==> src/rtl/conv_pkg.sv <==
// Shared definitions for the convolution valid-window generator.
//   state_t      : frame FSM states (IDLE, RUN, DONE)
//   DEF_*        : default image geometry, kernel size and stride
//   num_windows  : number of valid output windows in one frame
package conv_pkg;

    typedef enum logic [1:0] {
        IDLE = 2'd0,
        RUN  = 2'd1,
        DONE = 2'd2
    } state_t;

    localparam int DEF_IMG_W  = 32;
    localparam int DEF_IMG_H  = 32;
    localparam int DEF_KERNEL = 5;
    localparam int DEF_STRIDE = 1;

    function automatic int num_windows(input int w, input int h, input int k, input int s);
        return ((w - k) / s + 1) * ((h - k) / s + 1);
    endfunction

endpackage

==> src/rtl/conv_pos_counter.sv <==
// Wrapping position counter for one image axis, with a stride phase
// counter and an output-map index so no division is ever needed.
// All outputs describe the position of the pixel accepted this cycle
// (i.e. after an optional clear has been applied).
//   clk, rst_n : clock, asynchronous active-low reset
//   clear      : restart the axis at position 0 this cycle
//   adv        : a pixel is consumed at the current position; step on
//   last       : current position is N-1
//   ready      : current position ends a kernel window on a stride step
//   idx        : output-map index of that window, (pos-KERNEL+1)/STRIDE
module conv_pos_counter
    import conv_pkg::*;
#(
    parameter int N      = DEF_IMG_W,
    parameter int KERNEL = DEF_KERNEL,
    parameter int STRIDE = DEF_STRIDE,
    localparam int W     = (N > 1) ? $clog2(N) : 1
)(
    input  logic         clk,
    input  logic         rst_n,
    input  logic         clear,
    input  logic         adv,
    output logic         last,
    output logic         ready,
    output logic [W-1:0] idx
);

    localparam int PW = (STRIDE > 1) ? $clog2(STRIDE) : 1;

    logic [W-1:0]  pos_q, pos_base, pos_d;
    logic [PW-1:0] phase_q, phase_base, phase_d;
    logic [W-1:0]  idx_q, idx_base, idx_d;

    always_comb begin
        pos_base   = clear ? '0 : pos_q;
        phase_base = clear ? '0 : phase_q;
        idx_base   = clear ? '0 : idx_q;

        last  = (pos_base == W'(N - 1));
        // phase only starts moving once the first window edge is reached,
        // so phase==0 there marks every STRIDE-th position from KERNEL-1
        ready = (int'(pos_base) >= KERNEL - 1) && (phase_base == '0);
        idx   = idx_base;

        pos_d   = pos_base;
        phase_d = phase_base;
        idx_d   = idx_base;
        if (adv) begin
            if (last) begin
                pos_d   = '0;
                phase_d = '0;
                idx_d   = '0;
            end else begin
                pos_d = pos_base + W'(1);
                if (int'(pos_base) >= KERNEL - 1) begin
                    if (phase_base == PW'(STRIDE - 1)) begin
                        phase_d = '0;
                        idx_d   = idx_base + W'(1);
                    end else begin
                        phase_d = phase_base + PW'(1);
                    end
                end
            end
        end
    end

    always_ff @(posedge clk or negedge rst_n) begin
        if (!rst_n) begin
            pos_q   <= '0;
            phase_q <= '0;
            idx_q   <= '0;
        end else begin
            pos_q   <= pos_d;
            phase_q <= phase_d;
            idx_q   <= idx_d;
        end
    end

endmodule

==> src/rtl/conv_valid_gen.sv <==
// Convolution valid-window generator. Tracks the raster position of an
// incoming pixel stream and pulses out_valid one cycle after each pixel
// that completes a KERNEL x KERNEL window on the STRIDE grid.
//   clk, rst_n  : clock, asynchronous active-low reset
//   start       : frame-start pulse; a pixel in this cycle is (0,0)
//   in_valid    : one pixel accepted this cycle (raster order)
//   out_valid   : registered window-complete pulse
//   out_row/col : output-map coordinates, held while out_valid is low
//   busy        : frame in progress
//   frame_done  : single-cycle pulse after the last pixel of a frame
//   win_count   : windows emitted in the current frame
//                 (present only when CONV_VALID_CNT_EN is defined)
module conv_valid_gen
    import conv_pkg::*;
#(
    parameter int IMG_W  = DEF_IMG_W,
    parameter int IMG_H  = DEF_IMG_H,
    parameter int KERNEL = DEF_KERNEL,
    parameter int STRIDE = DEF_STRIDE,
    localparam int ROW_W = (IMG_H > 1) ? $clog2(IMG_H) : 1,
    localparam int COL_W = (IMG_W > 1) ? $clog2(IMG_W) : 1
)(
    input  logic             clk,
    input  logic             rst_n,
    input  logic             start,
    input  logic             in_valid,
    output logic             out_valid,
    output logic [ROW_W-1:0] out_row,
    output logic [COL_W-1:0] out_col,
    output logic             busy,
`ifdef CONV_VALID_CNT_EN
    output logic [$clog2(num_windows(IMG_W, IMG_H, KERNEL, STRIDE)):0] win_count,
`endif
    output logic             frame_done
);

    if (KERNEL < 1 || STRIDE < 1 || KERNEL > IMG_W || KERNEL > IMG_H) begin : g_param_check
        $error("conv_valid_gen: illegal KERNEL/STRIDE for the image size");
    end

    state_t state_q, state_d;

    logic             accept;
    logic             col_last, col_ready;
    logic             row_last, row_ready;
    logic [COL_W-1:0] col_idx;
    logic [ROW_W-1:0] row_idx;
    logic             win_hit;

    // start both accepts a pixel and restarts the counters, so a pixel
    // arriving with start is evaluated at (0,0)
    assign accept  = in_valid && (start || state_q == RUN);
    assign win_hit = accept && col_ready && row_ready;

    conv_pos_counter #(.N(IMG_W), .KERNEL(KERNEL), .STRIDE(STRIDE)) u_col (
        .clk   (clk),
        .rst_n (rst_n),
        .clear (start),
        .adv   (accept),
        .last  (col_last),
        .ready (col_ready),
        .idx   (col_idx)
    );

    conv_pos_counter #(.N(IMG_H), .KERNEL(KERNEL), .STRIDE(STRIDE)) u_row (
        .clk   (clk),
        .rst_n (rst_n),
        .clear (start),
        .adv   (accept && col_last),
        .last  (row_last),
        .ready (row_ready),
        .idx   (row_idx)
    );

    always_comb begin
        state_d    = IDLE;
        busy       = 1'b0;
        frame_done = 1'b0;
        case (state_q)
            RUN:     busy       = 1'b1;
            DONE:    frame_done = 1'b1;
            default: ;
        endcase
        if (accept && col_last && row_last) begin
            state_d = DONE;
        end else if (start || state_q == RUN) begin
            state_d = RUN;
        end
    end

    always_ff @(posedge clk or negedge rst_n) begin
        if (!rst_n) begin
            state_q   <= IDLE;
            out_valid <= 1'b0;
            out_row   <= '0;
            out_col   <= '0;
        end else begin
            state_q   <= state_d;
            out_valid <= win_hit;
            if (win_hit) begin
                out_row <= row_idx;
                out_col <= col_idx;
            end
        end
    end

`ifdef CONV_VALID_CNT_EN
    always_ff @(posedge clk or negedge rst_n) begin
        if (!rst_n) begin
            win_count <= '0;
        end else if (start) begin
            win_count <= win_hit ? 1 : 0;
        end else if (win_hit) begin
            win_count <= win_count + 1'b1;
        end
    end
`endif

endmodule

==> config.mk <==
export PLATFORM = sky130hd
export DESIGN_NAME = conv_valid_gen
export DESIGN_NICKNAME = d
export VERILOG_FILES = /design/src/rtl/conv_pkg.sv /design/src/rtl/conv_pos_counter.sv /design/src/rtl/conv_valid_gen.sv
export SDC_FILE = /design/constraint.sdc
export NUM_CORES = 1
export LEC_CHECK = 0
export CORE_MARGIN = 5
export CORE_UTILIZATION = 51
export CTS_BUF_LIST = sky130_fd_sc_hd__clkbuf_2
export DETAILED_ROUTE_END_ITERATION = 12
export GPL_TIMING_DRIVEN = 0
export PLACE_DENSITY = 0.75
export SLEW_MARGIN = 20
export SYNTH_ARGS = -nofsm -noshare
export SYNTH_HDL_FRONTEND = slang
export SYNTH_SLANG_ARGS = --single-unit
==> constraint.sdc <==
create_clock -name clk -period 1.9 [get_ports clk]
set_input_delay 0.285 -clock clk [delete_from_list [all_inputs] [get_ports clk]]
set_output_delay 0.285 -clock clk [all_outputs]
set_load 0.02 [all_outputs]
==> results of run 1 <==
==> repair_timing <==
item / CTS / global route
gates resized for setup: 7 / 16
pin swaps: 0 / 1
endpoints found under the setup margin: 21 / 12
setup buffers: 3 / 2
hold endpoints to repair: 35 / 0
hold buffers: 1 / 0
==> cell type report <==
type	instances	area (sq um)	share of cell area, %
well taps	48	60.1	2.62
clock buffers	6	30.0	1.31
plain buffers	10	80.1	3.50
repair buffers	23	219	9.56
flip-flops and latches	35	877	38.3
clock inverters	2	7.51	0.328
multi-input cells	128	1000	43.7
inverters	4	15.0	0.655
==> power groups by stage <==
stage               clock network (W)  logic (W)  registers [W]
global route                 0.000381   0.000101       0.000768
finish                       0.000343  0.0000889       0.000765
floorplan                           0  0.0000440       0.000776
CTS                          0.000351  0.0000897       0.000765
detailed placement                  0  0.0000831       0.000778
global placement                    0  0.0000760       0.000778
==> placed cells by master, fill, tap and decap left out, types with 2 or more instances in the layout <==
cell type / instances
sky130_fd_sc_hd__buf_2: 5
sky130_fd_sc_hd__o31ai_2: 2
sky130_fd_sc_hd__clkdlybuf4s50_1: 12
sky130_fd_sc_hd__nor2_1: 13
sky130_fd_sc_hd__o21a_1: 2
sky130_fd_sc_hd__a41oi_1: 2
sky130_fd_sc_hd__nor3b_1: 3
sky130_fd_sc_hd__a21oi_1: 2
sky130_fd_sc_hd__o21ai_1: 2
sky130_fd_sc_hd__and3_1: 2
sky130_fd_sc_hd__nor3_1: 2
sky130_fd_sc_hd__o22ai_1: 2
sky130_fd_sc_hd__nand2b_1: 8
sky130_fd_sc_hd__inv_1: 3
sky130_fd_sc_hd__buf_6: 4
sky130_fd_sc_hd__nor2b_1: 8
sky130_fd_sc_hd__a31oi_1: 4
sky130_fd_sc_hd__or4_1: 3
sky130_fd_sc_hd__nor4_1: 2
sky130_fd_sc_hd__dfrtp_1: 34
sky130_fd_sc_hd__nand2_1: 11
sky130_fd_sc_hd__nand3b_1: 4
sky130_fd_sc_hd__ha_2: 2
sky130_fd_sc_hd__a211o_1: 3
sky130_fd_sc_hd__nand3_1: 6
sky130_fd_sc_hd__o21ai_0: 4
sky130_fd_sc_hd__nor2b_2: 2
sky130_fd_sc_hd__ha_1: 3
sky130_fd_sc_hd__buf_4: 6
sky130_fd_sc_hd__clkbuf_2: 7
sky130_fd_sc_hd__clkinv_1: 2
sky130_fd_sc_hd__mux2_2: 3
sky130_fd_sc_hd__mux2_4: 9
==> critical path: cells and delay by family (launching register included) <==
family	cells	cell delay, ns
and+or+nand+nor	3	0.69
DFF	1	0.44
adders and majority gates	2	0.35
AOI/OAI and AO/OA	1	0.25
buffers and inverters	1	0.05
==> worst paths after layout <==
check                                               from                  endpoint  slack, ns  cells after the start
worst max-delay path            u_row.pos_q[1]$_DFF_PN0_  u_row.pos_q[3]$_DFF_PN0_       0.04                      7
worst min-delay path                               rst_n    out_col[1]$_DFFE_PN0P_       0.19                      2
worst max register to register  u_row.pos_q[1]$_DFF_PN0_  u_row.pos_q[3]$_DFF_PN0_       0.04                      7
worst min register to register  u_row.idx_q[3]$_DFF_PN0_    out_row[3]$_DFFE_PN0P_       0.53                      1
max in group asynchronous                          rst_n  u_row.pos_q[0]$_DFF_PN0_       1.33                      3
min in group clk                                   start  u_col.idx_q[0]$_DFF_PN0_       0.34                      4
==> sequential cells by signal, summed over array words and instances, names as in the netlist <==
| name | cells |
|---|---|
| state_q | 2 |
| u_row.idx_q | 5 |
| out_valid | 1 |
| u_row.pos_q | 5 |
| u_col.pos_q | 5 |
| u_col.idx_q | 5 |
| u_col.phase_q | 1 |
| out_row | 5 |
| out_col | 5 |
| u_row.phase_q | 1 |
==> logic make-up after synthesis <==
| logic type | count (synthesis) |
|---|---|
| compound gates | 28 |
| xor+xnor | 2 |
| fa+ha+maj | 6 |
| buf+inv | 14 |
| flops | 35 |
| mux | 12 |
| simple gates | 80 |
==> stage by stage <==
| stage | hold slack [ns] | instances |
|---|---|---|
| floorplan | -0.0106 | 177 |
| global placement | 0.485 | 241 |
| detailed placement | 0.0933 | 242 |
| CTS | 0.169 | 254 |
| global route | 0.173 | 256 |
| finish | 0.189 | 256 |
==> layer usage <==
metal / GRT usage [%] / share of wire, % / vias up / wire, um
li1: - / - / 696 / -
met1: 22.8 / 46 / 714 / 1810
met2: 27.6 / 47 / 40 / 1860
met3: 4.49 / 5.0 / 12 / 200
met4: 8.14 / 2.3 / 0 / 90
met5: 0 / 0 / - / 0
==> impl_metrics.prom, run 1 <==
# TYPE chip_impl_metric gauge
chip_impl_metric{name="num_antenna_cells",unit=""} 0
chip_impl_metric{name="synth.avg_cell_area",unit="sq um"} 10.9
chip_impl_metric{name="fp-row-count",unit=""} 22
chip_impl_metric{name="timing.max_slew.rel_slack",unit="%"} 72.9
chip_impl_metric{name="total_wirelength_of_the_detailed_routed_design",unit="um"} 3970
chip_impl_metric{name="initial_standard_cell_utilization_of_the_core",unit="%"} 52.6
chip_impl_info{name="cts_tree",value="yes"} 1
chip_impl_metric{name="final-hold-violation-count",unit=""} 0
chip_impl_metric{name="detailedRoute.firstIterationViolations",unit=""} 97
chip_impl_metric{name="wl_per_cell",unit="um"} 15.5
chip_impl_metric{name="postSynth.asyncResetShare",unit="%"} 100
chip_impl_metric{name="grt-ovfl-total",unit=""} 0
chip_impl_metric{name="clkSlewWorstSetupHoldPaths",unit="ns"} 0.17
chip_impl_metric{name="finalSetupViolCount",unit=""} 0
chip_impl_metric{name="yosys_warnings",unit=""} 0
chip_impl_metric{name="insertion_delay",unit="ns"} 0.39
chip_impl_metric{name="synth_sequential_area_ratio",unit="%"} 45.5
chip_impl_metric{name="dpl_ws",unit="ns"} -0.898
chip_impl_metric{name="sequential_power_share",unit="%"} 63.9
chip_impl_metric{name="grt_start_max_net_pins",unit=""} 34
chip_impl_metric{name="worst_ep_required_time",unit="ns"} 2.20
chip_impl_metric{name="max_stage_delay",unit="ns"} 0.44
chip_impl_metric{name="grt_antenna_before_repair",unit=""} 0
chip_impl_metric{name="syn_inst",unit=""} 177
chip_impl_metric{name="finalCoreUtilization",unit="%"} 62.6
chip_impl_info{name="root_buffer",value="sky130_fd_sc_hd__clkbuf_2"} 1
chip_impl_metric{name="yosys-mux-area-fraction",unit="%"} 8.77
chip_impl_info{name="outcome",value="finished clean"} 1
chip_impl_metric{name="synth-edff-count",unit=""} 0
chip_impl_metric{name="netSwitchingPower",unit="W"} 0.000318
chip_impl_metric{name="synth_area",unit="sq um"} 1930
chip_impl_metric{name="wire_length_of_the_first_global_routing_pass",unit="um"} 7100
chip_impl_metric{name="cts.sinks",unit=""} 35
chip_impl_metric{name="port_buffers",unit=""} 16
chip_impl_metric{name="cap_viol_max_count",unit=""} 0
chip_impl_metric{name="drc",unit=""} 0
chip_impl_metric{name="final-max-slew-violation-count",unit=""} 0
chip_impl_metric{name="gp_congestion",unit=""} 0.799
chip_impl_metric{name="vdd_ir_drop_max",unit="uV"} 246
chip_impl_metric{name="crit_fanout",unit=""} 5
chip_impl_metric{name="setup_slack",unit="ns"} 0.0400
chip_impl_info{name="top_cells_by_instance_count_after_synthesis",value="sky130_fd_sc_hd__dfrtp_1 (35), sky130_fd_sc_hd__nor2_1 (14), sky130_fd_sc_hd__nand2_1 (11), sky130_fd_sc_hd__nor2b_1 (11), sky130_fd_sc_hd__mux2_4 (9)"} 1
chip_impl_metric{name="drt_pass1_iterations",unit=""} 4
chip_impl_metric{name="via_total_after_detailed_routing",unit=""} 1462
chip_impl_metric{name="fraction_of_synthesized_cell_area_taken_by_the_top_area_cell_type",unit="%"} 45.5
chip_impl_metric{name="synth_compound_gate_area_share",unit="%"} 11.1
chip_impl_metric{name="total_half_perimeter_wirelength_after_legalization_and_detailed_placement",unit="um"} 2660
chip_impl_metric{name="floorplan.die.width",unit="um"} 71.4
chip_impl_metric{name="synth_adder_area_share",unit="%"} 3.90
chip_impl_info{name="hp_class",value="in2async"} 1
chip_impl_metric{name="power.density",unit="nW/um^2"} 522
chip_impl_metric{name="grt_pass1_vias",unit=""} 1487
chip_impl_metric{name="detail-route-antenna-nets",unit=""} 0
chip_impl_metric{name="timing.setup.tns",unit="ns"} 0
chip_impl_metric{name="synth-simple-area-share",unit="%"} 25.1
chip_impl_metric{name="clock_power_share",unit="%"} 28.6
chip_impl_metric{name="final_clock_period_utilization_by_the_worst_path",unit="%"} 97.9
chip_impl_metric{name="design_area",unit="sq um"} 2290
chip_impl_metric{name="fin_worst_skew",unit="ns"} 0.0146
chip_impl_metric{name="die-height",unit="um"} 71.4
chip_impl_metric{name="floorplan.core_area",unit="sq um"} 3660
chip_impl_metric{name="post_dp_cell_area",unit="sq um"} 2170
chip_impl_metric{name="synth_seq_cells",unit=""} 35
chip_impl_metric{name="total_power",unit="W"} 0.00120
chip_impl_info{name="dominantRegCellSynth",value="sky130_fd_sc_hd__dfrtp_1"} 1
chip_impl_metric{name="power_switching_share",unit="%"} 26.6
chip_impl_metric{name="die_area",unit="sq um"} 5100
chip_impl_metric{name="syn_to_final_growth",unit="%"} 19.0
chip_impl_info{name="critPathLaunchType",value="flip-flop"} 1
chip_impl_metric{name="total_number_of_h_tree_levels",unit=""} 2
chip_impl_metric{name="power.leakage",unit="nW"} 1.00
chip_impl_metric{name="slew_worst_pin",unit="ns"} 0.406
chip_impl_info{name="ys_top_cells_by_area",value="sky130_fd_sc_hd__dfrtp_1 (45%), sky130_fd_sc_hd__mux2_4 (7.0%), sky130_fd_sc_hd__ha_1 (3.9%)"} 1
chip_impl_metric{name="post_synth_xor_area_fraction",unit="%"} 0.910
chip_impl_metric{name="yosys.cell_types.count",unit=""} 49
chip_impl_metric{name="pwr-share-comb",unit="%"} 7.4
chip_impl_info{name="critical-path-slowest-cell",value="sky130_fd_sc_hd__dfrtp_1"} 1
chip_impl_metric{name="share_of_cells_above_drive_strength_1",unit="%"} 26.9
chip_impl_metric{name="finalCriticalPeriod",unit="ns"} 1.86
chip_impl_metric{name="fmax",unit="MHz"} 538
chip_impl_metric{name="final_nets",unit=""} 217
chip_impl_info{name="synthMostInstantiatedCell",value="sky130_fd_sc_hd__dfrtp_1"} 1
chip_impl_metric{name="synth_nets",unit=""} 187
chip_impl_info{name="yosys.area.top_type",value="sky130_fd_sc_hd__dfrtp_1"} 1
chip_impl_info{name="crit_type",value="reg2reg"} 1
chip_impl_info{name="critical_path.cell_chain",value="nand2b_1, inv_2, ha_2, and3_1, ha_4, or2_2, o31ai_2"} 1
chip_impl_metric{name="internal_power",unit="W"} 0.000879
chip_impl_metric{name="cts_buffer_depth",unit=""} 2
chip_impl_metric{name="cp.arrival",unit="ns"} 2.16
chip_impl_info{name="critPathCaptureType",value="flip-flop"} 1
chip_impl_metric{name="detail_route.vias_per_cell",unit=""} 5.71
chip_impl_metric{name="boundaryPins",unit=""} 17
chip_impl_metric{name="final.fill_count",unit=""} 278
chip_impl_metric{name="inserted_clock_buffers",unit=""} 5
chip_impl_metric{name="grt.total_usage",unit="%"} 17.6
chip_impl_info{name="combinational_family_with_the_most_area_after_synthesis",value="simple AND/OR/NAND/NOR gates"} 1
Note: power is estimated with default switching activity, not from simulation.
==> run 2, diff against run 1 <==
--- a/config.mk
+++ b/config.mk
@@ -5,6 +5,7 @@
 export SDC_FILE = /design/constraint.sdc
 export NUM_CORES = 1
 export LEC_CHECK = 0
+export CAP_MARGIN = 10
 export CORE_MARGIN = 5
 export CORE_UTILIZATION = 51
 export CTS_BUF_LIST = sky130_fd_sc_hd__clkbuf_2
==> results of run 2 <==
Final layout, timing and power as in run 1 (identical DEF).
==> run 3, diff against run 2 <==
--- a/config.mk
+++ b/config.mk
@@ -11,7 +11,7 @@
 export CTS_BUF_LIST = sky130_fd_sc_hd__clkbuf_2
 export DETAILED_ROUTE_END_ITERATION = 12
 export GPL_TIMING_DRIVEN = 0
-export PLACE_DENSITY = 0.75
+export PLACE_DENSITY_LB_ADDON = 0.12
 export SLEW_MARGIN = 20
 export SYNTH_ARGS = -nofsm -noshare
 export SYNTH_HDL_FRONTEND = slang
==> run 3 against run 2 <==
  * Final area is 0.55% lower
  * Sequential share of layout area grew 0.16 points
  * Worst hold slack better by 0.021 ns
  * Critical endpoint is now u_row.idx_q[4]$_DFF_PN0_
  * Clock skew fell by 0.0037 ns
  * Maximum frequency hardly changed
  * Wire length shrank 1.7%
  * Cell count fell by 1.2%
  * Core utilization shrank 0.34 points
  * Highest routed layer unchanged
  * Register-to-register slack barely moved
==> impl_metrics.prom, run 3 (synthesis gave the netlist of run 1 again) <==
# TYPE chip_impl_metric gauge
chip_impl_metric{name="fmax",unit="MHz"} 538
chip_impl_metric{name="post_dp_cell_area",unit="sq um"} 2170
chip_impl_metric{name="num_antenna_cells",unit=""} 0
chip_impl_info{name="layout_commonest_cell",value="sky130_fd_sc_hd__dfrtp_1"} 1
chip_impl_metric{name="share_of_cells_above_drive_strength_1",unit="%"} 24.9
chip_impl_metric{name="fp-row-count",unit=""} 22
chip_impl_info{name="crit_type",value="reg2reg"} 1
chip_impl_metric{name="detail_route.vias_per_cell",unit=""} 5.60
chip_impl_info{name="critPathCaptureType",value="flip-flop"} 1
chip_impl_metric{name="crit_fanout",unit=""} 5
chip_impl_metric{name="dpl_ws",unit="ns"} -0.894
chip_impl_metric{name="total_number_of_h_tree_levels",unit=""} 2
chip_impl_metric{name="grt_antenna_before_repair",unit=""} 0
chip_impl_metric{name="cp.arrival",unit="ns"} 2.19
chip_impl_metric{name="port_buffers",unit=""} 16
chip_impl_metric{name="insertion_delay",unit="ns"} 0.38
chip_impl_metric{name="slew_worst_pin",unit="ns"} 0.424
chip_impl_metric{name="total_wirelength_of_the_detailed_routed_design",unit="um"} 3900
chip_impl_metric{name="grt_start_max_net_pins",unit=""} 34
chip_impl_metric{name="wl_per_cell",unit="um"} 15.4
chip_impl_info{name="critPathLaunchType",value="flip-flop"} 1
chip_impl_metric{name="final_clock_period_utilization_by_the_worst_path",unit="%"} 97.9
chip_impl_metric{name="design_area",unit="sq um"} 2280
chip_impl_metric{name="final_cell_count_no_fill",unit=""} 253
chip_impl_metric{name="grt.total_usage",unit="%"} 16.3
chip_impl_metric{name="boundaryPins",unit=""} 17
chip_impl_metric{name="drt_pass1_iterations",unit=""} 4
chip_impl_metric{name="drc",unit=""} 0
chip_impl_metric{name="total_half_perimeter_wirelength_after_legalization_and_detailed_placement",unit="um"} 2700
chip_impl_metric{name="initial_standard_cell_utilization_of_the_core",unit="%"} 52.6
chip_impl_metric{name="floorplan.core_area",unit="sq um"} 3660
chip_impl_metric{name="grt_pass1_vias",unit=""} 1453
chip_impl_metric{name="timing.setup.tns",unit="ns"} 0
chip_impl_metric{name="worst_ep_required_time",unit="ns"} 2.23
chip_impl_metric{name="clkSlewWorstSetupHoldPaths",unit="ns"} 0.18
chip_impl_metric{name="timing.max_slew.rel_slack",unit="%"} 71.7
chip_impl_metric{name="inserted_clock_buffers",unit=""} 5
chip_impl_info{name="grt_setup_unrepaired",value="false"} 1
chip_impl_metric{name="vdd_ir_drop_max",unit="uV"} 294
chip_impl_metric{name="power.density",unit="nW/um^2"} 523
chip_impl_metric{name="grt-ovfl-total",unit=""} 0
chip_impl_metric{name="final-max-slew-violation-count",unit=""} 0
chip_impl_metric{name="syn_to_final_growth",unit="%"} 18.3
chip_impl_metric{name="detail-route-antenna-nets",unit=""} 0
chip_impl_metric{name="fin_worst_skew",unit="ns"} 0.0109
chip_impl_metric{name="dp.cells",unit=""} 242
chip_impl_info{name="root_buffer",value="sky130_fd_sc_hd__clkbuf_2"} 1
chip_impl_metric{name="cts_buffer_depth",unit=""} 2
chip_impl_metric{name="floorplan.die.width",unit="um"} 71.4
chip_impl_metric{name="final-hold-violation-count",unit=""} 0
chip_impl_metric{name="via_total_after_detailed_routing",unit=""} 1417
chip_impl_metric{name="cts.sinks",unit=""} 35
chip_impl_metric{name="final.fill_count",unit=""} 293
chip_impl_metric{name="setup_slack",unit="ns"} 0.0397
chip_impl_info{name="most-common-layout-cells",value="sky130_fd_sc_hd__dfrtp_1 (35), sky130_fd_sc_hd__nor2_1 (14), sky130_fd_sc_hd__clkdlybuf4s50_1 (12), sky130_fd_sc_hd__nand2_1 (11)"} 1
chip_impl_metric{name="power.leakage",unit="nW"} 1.00
chip_impl_info{name="cts_tree",value="yes"} 1
chip_impl_metric{name="cap_viol_max_count",unit=""} 0
chip_impl_metric{name="die-height",unit="um"} 71.4
chip_impl_metric{name="gp_congestion",unit=""} 0.800
chip_impl_metric{name="finalCriticalPeriod",unit="ns"} 1.86
chip_impl_metric{name="finalSetupViolCount",unit=""} 0
chip_impl_metric{name="wire_length_of_the_first_global_routing_pass",unit="um"} 6620
chip_impl_info{name="hp_class",value="in2async"} 1
chip_impl_metric{name="final_nets",unit=""} 214
chip_impl_metric{name="detailedRoute.firstIterationViolations",unit=""} 53
chip_impl_info{name="outcome",value="finished clean"} 1
chip_impl_metric{name="die_area",unit="sq um"} 5100
run 3: power breakdown:
group / switching, W / total [W] / internal [W]
registers: 0.00000998 / 0.000765 / 0.000755
clock network: 0.000256 / 0.000341 / 0.0000845
logic: 0.0000523 / 0.0000873 / 0.0000350
total: 0.000318 / 0.00119 / 0.000874
run 3: routing by layer:
metal	up-vias	share of wire (%)	track usage, %
met1	689	46	19.8
met2	38	48	27.9
met4	0	1.2	5.01
met3	8	5.1	4.49
met5	-	0	0
li1	682	-	-
run 3: critical path, cell delays in order (launching register included):
cell and delay (ns):
sky130_fd_sc_hd__dfrtp_1 0.44, sky130_fd_sc_hd__nand2b_1 0.12, sky130_fd_sc_hd__inv_1 0.07, sky130_fd_sc_hd__ha_1 0.21, sky130_fd_sc_hd__and3_4 0.18, sky130_fd_sc_hd__ha_4 0.17, sky130_fd_sc_hd__or4_1 0.53, sky130_fd_sc_hd__nand3_1 0.10
run 3: metrics by stage:
stage	utilization (%)	hold WS, ns	power (W)
3_3_place_gp	58.8	0.486	0.000854
2_1_floorplan	-	-0.0106	0.000820
6_report	62.2	0.210	0.00119
4_1_cts	61.5	0.195	0.00120
5_1_grt	62.2	0.198	0.00125
3_5_place_dp	59.2	0.0943	0.000862
run 3: path summary, 6_finish.rpt:
check / slack (ns) / endpoint / startpoint / cells past startpoint
setup / recovery: 0.04 / u_row.idx_q[4]$_DFF_PN0_ / u_row.pos_q[1]$_DFF_PN0_ / 7
hold / removal: 0.21 / out_col[1]$_DFFE_PN0P_ / rst_n / 2
setup reg to reg: 0.04 / u_row.idx_q[4]$_DFF_PN0_ / u_row.pos_q[1]$_DFF_PN0_ / 7
hold reg to reg: 0.53 / out_row[3]$_DFFE_PN0P_ / u_row.idx_q[3]$_DFF_PN0_ / 1
max in group asynchronous: 1.32 / state_q[1]$_DFF_PN0_ / rst_n / 3
min in group clk: 0.35 / u_col.idx_q[0]$_DFF_PN0_ / start / 4
run 3: what timing repair did:
| action | CTS | global route |
|---|---|---|
| hold buffers | 1 | 0 |
| setup buffers | 2 | 0 |
| gates resized for setup | 12 | 9 |
| endpoints found under the setup margin | 21 | 8 |
| endpoints found under the hold margin | 35 | 0 |
run 3: cell type report:
| cell class | instances | area, sq um | area share [%] |
|---|---|---|---|
| clock inverter | 3 | 15.0 | 0.659 |
| tap | 48 | 60.1 | 2.64 |
| clock buffer | 5 | 25.0 | 1.10 |
| timing repair buffer | 20 | 196 | 8.62 |
| multi-input combinational | 128 | 1000 | 44.0 |
| sequential | 35 | 876 | 38.4 |
| buffer | 10 | 87.6 | 3.84 |
| inverter | 4 | 15.0 | 0.659 |
